**src/rtl/toggle_handshake_rx_if.sv**
```systemverilog
// Bus bundle between a toggle-handshake sender/consumer and toggle_handshake_rx.
//   req_toggle / req_data : request side, driven by the sender (async to receiver clk)
//   ack_toggle            : acknowledge toggle returned to the sender
//   dout / dout_valid / dout_ready : first-word-fall-through drain port
//   level / full          : FIFO occupancy status
// Modports: master = sender/consumer side, slave = receiver.
interface toggle_handshake_rx_if #(
   parameter int unsigned DATA_W = 8,
   parameter int unsigned DEPTH  = 4
);
   localparam int unsigned LVL_W = $clog2(DEPTH) + 1;

   logic              req_toggle;
   logic [DATA_W-1:0] req_data;
   logic              ack_toggle;
   logic [DATA_W-1:0] dout;
   logic              dout_valid;
   logic              dout_ready;
   logic [LVL_W-1:0]  level;
   logic              full;

   modport master (
      output req_toggle, req_data, dout_ready,
      input  ack_toggle, dout, dout_valid, level, full
   );

   modport slave (
      input  req_toggle, req_data, dout_ready,
      output ack_toggle, dout, dout_valid, level, full
   );
endinterface

```
**src/rtl/toggle_handshake_rx.sv**
```systemverilog
// Receiving end of a toggle-flag data crossing. Synchronises the sender's request
// toggle, captures the sender-held word into a small FIFO, and returns an acknowledge
// toggle equal to the request level of the last accepted word. Local logic drains
// the FIFO through a first-word-fall-through valid/ready port.
// Ports:
//   clk    destination-domain clock, rising edge
//   rst_n  asynchronous active-low reset
//   bus    toggle_handshake_rx_if.slave (req_toggle, req_data, ack_toggle,
//          dout, dout_valid, dout_ready, level, full)
module toggle_handshake_rx #(
   parameter int unsigned DATA_W      = 8,
   parameter int unsigned DEPTH       = 4,
   parameter int unsigned SYNC_STAGES = 2
) (
   input logic                  clk,
   input logic                  rst_n,
   toggle_handshake_rx_if.slave bus
);
   localparam int unsigned PTR_W = $clog2(DEPTH);
   localparam int unsigned LVL_W = PTR_W + 1;

   logic [SYNC_STAGES-1:0] syncChain;
   logic                   reqS;
   logic                   seenLvl;
   logic                   ackQ;
   logic                   pending;
   logic                   push;
   logic                   pop;
   logic                   validQ;
   logic                   fullQ;
   logic [PTR_W-1:0]       wrPtr;
   logic [PTR_W-1:0]       rdPtr;
   logic [LVL_W-1:0]       levelQ;
   logic [LVL_W-1:0]       levelNext;
   logic [DATA_W-1:0]      mem [DEPTH];

   // Request toggle synchroniser; only the last stage feeds logic.
   always_ff @(posedge clk or negedge rst_n) begin
      if (!rst_n) begin
         syncChain <= '0;
      end else begin
         syncChain <= {syncChain[SYNC_STAGES-2:0], bus.req_toggle};
      end
   end

   assign reqS    = syncChain[SYNC_STAGES-1];
   assign pending = reqS ^ seenLvl;
   // Push uses the registered full flag: a same-edge pop frees space only for the next edge.
   assign push    = pending & ~fullQ;
   assign pop     = validQ & bus.dout_ready;

   // Occupancy update: both or neither leaves it unchanged.
   always_comb begin
      levelNext = levelQ;
      if (push && !pop) begin
         levelNext = levelQ + LVL_W'(1);
      end else if (pop && !push) begin
         levelNext = levelQ - LVL_W'(1);
      end
   end

   // Control state: pointers, occupancy, flags and the acknowledge toggle.
   always_ff @(posedge clk or negedge rst_n) begin
      if (!rst_n) begin
         seenLvl <= 1'b0;
         ackQ    <= 1'b0;
         wrPtr   <= '0;
         rdPtr   <= '0;
         levelQ  <= '0;
         validQ  <= 1'b0;
         fullQ   <= 1'b0;
      end else begin
         if (push) begin
            wrPtr   <= wrPtr + PTR_W'(1);
            seenLvl <= reqS;
            ackQ    <= reqS;
         end
         if (pop) begin
            rdPtr <= rdPtr + PTR_W'(1);
         end
         levelQ <= levelNext;
         validQ <= (levelNext != '0);
         fullQ  <= (levelNext == LVL_W'(DEPTH));
      end
   end

   // Storage is not reset; dout is meaningless while dout_valid is low.
   always_ff @(posedge clk) begin
      if (push) begin
         mem[wrPtr] <= bus.req_data;
      end
   end

   assign bus.ack_toggle = ackQ;
   assign bus.dout       = mem[rdPtr];
   assign bus.dout_valid = validQ;
   assign bus.level      = levelQ;
   assign bus.full       = fullQ;
endmodule
```
**src/flat_wrapper.sv**
```systemverilog
// flat-port wrapper written by rule: the top's interface ports become plain ports
module toggle_handshake_rx_flat 
#(
   parameter int unsigned DATA_W      = 8,
   parameter int unsigned DEPTH       = 4,
   parameter int unsigned SYNC_STAGES = 2
)
  (clk, rst_n, bus_req_toggle, bus_req_data, bus_dout_ready, bus_ack_toggle, bus_dout, bus_dout_valid, bus_level, bus_full);
  toggle_handshake_rx_if #(.DATA_W(DATA_W), .DEPTH(DEPTH)) bus_i ();
  input logic clk;
  input logic rst_n;
  input wire logic [$bits(bus_i.req_toggle)-1:0] bus_req_toggle;
  input wire logic [$bits(bus_i.req_data)-1:0] bus_req_data;
  input wire logic [$bits(bus_i.dout_ready)-1:0] bus_dout_ready;
  output wire logic [$bits(bus_i.ack_toggle)-1:0] bus_ack_toggle;
  output wire logic [$bits(bus_i.dout)-1:0] bus_dout;
  output wire logic [$bits(bus_i.dout_valid)-1:0] bus_dout_valid;
  output wire logic [$bits(bus_i.level)-1:0] bus_level;
  output wire logic [$bits(bus_i.full)-1:0] bus_full;
  assign bus_i.req_toggle = bus_req_toggle;
  assign bus_i.req_data = bus_req_data;
  assign bus_i.dout_ready = bus_dout_ready;
  assign bus_ack_toggle = bus_i.ack_toggle;
  assign bus_dout = bus_i.dout;
  assign bus_dout_valid = bus_i.dout_valid;
  assign bus_level = bus_i.level;
  assign bus_full = bus_i.full;
  toggle_handshake_rx #(.DATA_W(DATA_W), .DEPTH(DEPTH), .SYNC_STAGES(SYNC_STAGES)) u_core (.clk(clk), .rst_n(rst_n), .bus(bus_i));
endmodule
```
**config.mk**
```make
export PLATFORM = sky130hd
export DESIGN_NAME = toggle_handshake_rx_flat
export DESIGN_NICKNAME = d
export VERILOG_FILES = /design/src/rtl/toggle_handshake_rx_if.sv /design/src/rtl/toggle_handshake_rx.sv /design/src/flat_wrapper.sv
export SDC_FILE = /design/constraint.sdc
export NUM_CORES = 1
export LEC_CHECK = 0
export ABC_AREA = 1
export CORE_UTILIZATION = 45
export DETAILED_ROUTE_END_ITERATION = 16
export GPL_TIMING_DRIVEN = 0
export HOLD_SLACK_MARGIN = 0.03
export PLACE_DENSITY = 0.73
export SKIP_CTS_REPAIR_TIMING = 1
export SYNTH_ARGS = -nofsm -noshare
export SYNTH_HDL_FRONTEND = slang
export SYNTH_SLANG_ARGS = --single-unit
```
**constraint.sdc**
```tcl
create_clock -name clk -period 1.9 [get_ports clk]
set_input_delay 0.38 -clock clk [delete_from_list [all_inputs] [get_ports clk]]
set_output_delay 0.38 -clock clk [all_outputs]
set_load 0.03 [all_outputs]
```
# After elaboration in Yosys (flattened, before gate mapping)
# Memory sizes are Yosys's and may differ from the RTL's.
# Cells that the tools add are included.
word_totals:
  register_bits: 12
  ramBits: 32
  input_bits: 12
  out_inout_bits: 14
  wordCells: 26
  memories: 1
classes:
  addsub: 4
  n_eq_ne: 1
  n_mux: 4
  bitwise_logic: 4
  reduce_logical: 5
memory_table:
  columns: ["name", "words", "width", "read_ports", "rd_clocked_by_memory_dff", "write_ports", "line", "rtl"]
  rows:
  - ["u_core.mem", 4, 8, 1, 0, 1, "toggle_handshake_rx.sv:35", "logic [DATA_W-1:0] mem [DEPTH];"]
op_table:
  columns: ["op", "count"]
  rows:
  - ["$mux 3", 2]
  - ["$add 2x1->2 const B", 2]
  - ["$add 3x1->3 const B", 1]
  - ["$eq 3x3->1 const B", 1]
  - ["$reduce_bool 3->1", 1]
  - ["$sub 3x1->3 const B", 1]
  - ["$and 1x1->1", 2]
  - ["$logic_and 1x1->1", 2]
  - ["$logic_not 1->1", 2]
  - ["$mux 1", 2]
  - ["$not 1->1", 1]
  - ["$xor 1x1->1", 1]

# Longest topological paths before layout
logic_depth:
  depth_word: 7
  depth_mapped: 10
  depth_no_buf: 10

# Worst setup path after synthesis
# OpenSTA, ideal clock, no wires.
synth_timing:
  path_kind: "reg-to-output"
  from: "register u_core.rdPtr[0]"
  to: "output port bus_dout[3]"
  t_arrival_ps: 1367
  slack_ps: 153
  path_stages_with_launch: 6
  path_cell_list: "dfrtp_1 > buf_2 > inv_1 > buf_2 > o21ai_0 > o22ai_1"
synth_via:
  elab_chain_cells: 1
synth_rtl:
  columns: ["element", "line", "rtl"]
  rows:
  - ["from (decl)", "toggle_handshake_rx.sv:32", "logic [PTR_W-1:0] rdPtr;"]
  - ["from (signal assigned)", "toggle_handshake_rx.sv:79", "rdPtr <= rdPtr + PTR_W'(1);"]
  - ["$mem_v2 4x8", null, null]
  - ["to (decl)", "flat_wrapper.sv:16", "output wire logic [$bits(bus_i.dout)-1:0] bus_dout;"]
# No other way between the ends.

# Final worst setup path
layout_timing:
  from: "register u_core.rdPtr[0]"
  to: "output port bus_dout[2]"
# Same word-level chain as after synthesis.

==> qor.csv <==
metric,value,unit
status,finished clean,
via_per_inst,5.15,
die_area,4500,sq um
syn-cell-area,1910,sq um
r2r-end,u_core.mem[3][1]$_DFFE_PP_,
fin_setup_tns,0,ns
netlist_instances,159,
syn_avg_cell_area,12.0,sq um
die_y,67.1,um
yosys_warnings,0,
min_path_cells,0,
drt_wl_total,3510,um
num_vias,1246,
clock.fmax,0.539,GHz
rows,23,
clk_latency,0.29,ns
power.density,1690,nW/um^2
ctsRootBufferMaster,clkbuf_8,
hp-start,u_core.syncChain[0]$_DFF_PN0_,
cts_tree,built,
synth.distinct_cells,21,
max_stage_delay,0.34,ns
critPathCaptureType,output port,
track_usage,0.177,
fin_util,0.571,
ys_ff_latch,44,
post_drt_wl_per_cell,14.5,um
finClkSkew,0.00683,ns
multi_input_area,561,sq um
cts-htree-levels,2,
reg2reg_from,u_core.bus.ack_toggle$_DFFE_PN0P_,
final_hold_viol_count,0,
finalPower,0.00388,W
critPathLaunchType,flop,
p_leak,0.923,nW
vdd_drop_max,0.916,mV
timing.final.crit_share,0.977,
relSlewSlack,0.423,
reg2reg_slack,0.15,ns
period_minus_slack,1.86,ns
final_common_cell,edfxtp_1,
hp-class,flop to flop,
drc,0,
overflow,0,
ios,26,
grt_max_degree,13,
core_area,4030,sq um
cts.sinks,44,
fin_area,2300,sq um
finalSetupViolCount,0,
syn_nets,177,
whs,0.356,ns
finalMaxSlewViolations,0,
final_cell_mix,"32 x edfxtp_1, 25 x nor2_1, 17 x clkdlybuf4s50_1",
slowest_stage,dfrtp_1,
drv_cap,0,
drt_iter0_markers,88,
place_congestion,0.715,
worst_pin_slew,0.862,ns
cts_buffer_depth,2,
cp_max_fo,9,
reg2regPathDepth,3,
num_antenna_cells,0,
seq_area_frac_synth,0.661,
antenna_found_initial,0,
n_fill_cell,335,
grt_pass1_vias,1214,
die_x,67.1,um
arrival,1.48,ns
place_area,2220,sq um
min_to,u_core.syncChain[1]$_DFF_PN0_,
path_cells,buf_6 > clkinvlp_4 > buf_4 > o21ai_0 > o22ai_1 > buf_2,
initial_core_util,0.474,
grt_first_pass_wirelength,5530,um
grt_setup_unrepaired,yes,
ant_nets,0,
area_growth,20.5,%
path_clk_slew,0.07,ns
cp.required,1.52,ns
nets,210,
regArea,1260,sq um
dpl.hpwl,2420,um
crit_type,flop to output port,
cts_inserted_buffers,5,
port-buffer-count,25,
first_pass_iters,4,
layout-drive-gt1-share,0.240,
-- cells in the mapped netlist --
cell | n | area share
nand3_1 | 3 | 0.0079
nand4_2 | 1 | 0.0066
xor2_1 | 2 | 0.0092
inv_1 | 15 | 0.030
edfxtp_1 | 32 | 0.50
nand2_2 | 10 | 0.033
nand2_1 | 9 | 0.018
buf_2 | 3 | 0.0079
buf_1 | 1 | 0.0020
nand3_4 | 1 | 0.0092
nor2_2 | 1 | 0.0033
o22ai_1 | 8 | 0.026
nand3b_1 | 1 | 0.0039
ha_1 | 6 | 0.039
dfrtp_1 | 12 | 0.16
nor2_4 | 1 | 0.0059
o21ai_0 | 18 | 0.047
nor2_1 | 25 | 0.049
nand2_4 | 3 | 0.018
nand3_2 | 3 | 0.016
inv_2 | 4 | 0.0079
-- worst max path at each step --
stage	to	startpoint	depth (start not counted)
3_5_place_dp	bus_dout[0]	u_core.rdPtr[0]$_DFFE_PN0P_	6
2_1_floorplan	bus_dout[3]	u_core.rdPtr[0]$_DFFE_PN0P_	5
6_report	bus_dout[2]	u_core.rdPtr[0]$_DFFE_PN0P_	6
4_1_cts	bus_dout[0]	u_core.rdPtr[0]$_DFFE_PN0P_	6
3_3_place_gp	bus_dout[0]	u_core.rdPtr[0]$_DFFE_PN0P_	6
5_1_grt	bus_dout[2]	u_core.rdPtr[0]$_DFFE_PN0P_	6
-- metal layers --
| layer | vias up | routed length [um] | share of wire | global-route usage |
|---|---|---|---|---|
| met5 | - | 0 | 0 | 0 |
| met4 | 0 | 79 | 0.023 | 0.0771 |
| met3 | 10 | 171 | 0.049 | 0.0514 |
| met2 | 36 | 1790 | 0.51 | 0.298 |
| met1 | 599 | 1470 | 0.42 | 0.208 |
| li1 | 601 | - | - | - |
-- layout make-up --
type	instances	share of cell area
well taps	50	0.0272
inverters	19	0.0326
clock buffers	5	0.0299
clock inverters	2	0.00326
plain buffers	3	0.0131
repair buffers	27	0.101
multi-input cells	92	0.244
flip-flops and latches	44	0.549
-- critical path, delay by kind of cell, from the launching register on --
kind	cells	cell delay, ns
AO/OA/AOI/OAI	2	0.27
buffers and inverters	4	0.57
flip-flops	1	0.34
-- report_power, final --
part,internal [W],switching (W),total [W]
registers,0.00131,0.000153,0.00147
logic,0.000663,0.00122,0.00188
clock network,0.000243,0.000292,0.000534
total,0.00222,0.00166,0.00388
-- state kept, by name, indices dropped and copies added, names as in the netlist --
signal,count
u_core.rdPtr,2
u_core.bus.level,3
u_core.mem,32
u_core.bus.dout_valid,1
u_core.wrPtr,2
u_core.bus.full,1
u_core.syncChain,2
u_core.bus.ack_toggle,1
-- cell families (layout without fill, tap and decap cells) --
| logic type | Yosys count | in the layout | synth area share |
|---|---|---|---|
| AND/OR/NAND/NOR | 58 | 58 | 0.170 |
| flip-flops | 44 | 44 | 0.661 |
| AO/OA/AOI/OAI | 26 | 26 | 0.0734 |
| buffers and inverters | 23 | 56 | 0.0472 |
| adder cells (fa/ha/maj) | 6 | 6 | 0.0393 |
| XOR/XNOR | 2 | 2 | 0.00918 |
-- per-stage QoR --
step,setup WS (ns),std cells
detailed placement,-0.469,234
floorplan,0.153,159
global route,-0.0199,242
finish,0.0439,242
global placement,-0.429,234
CTS,-0.801,241
Note: power is estimated with default switching activity, not from simulation.
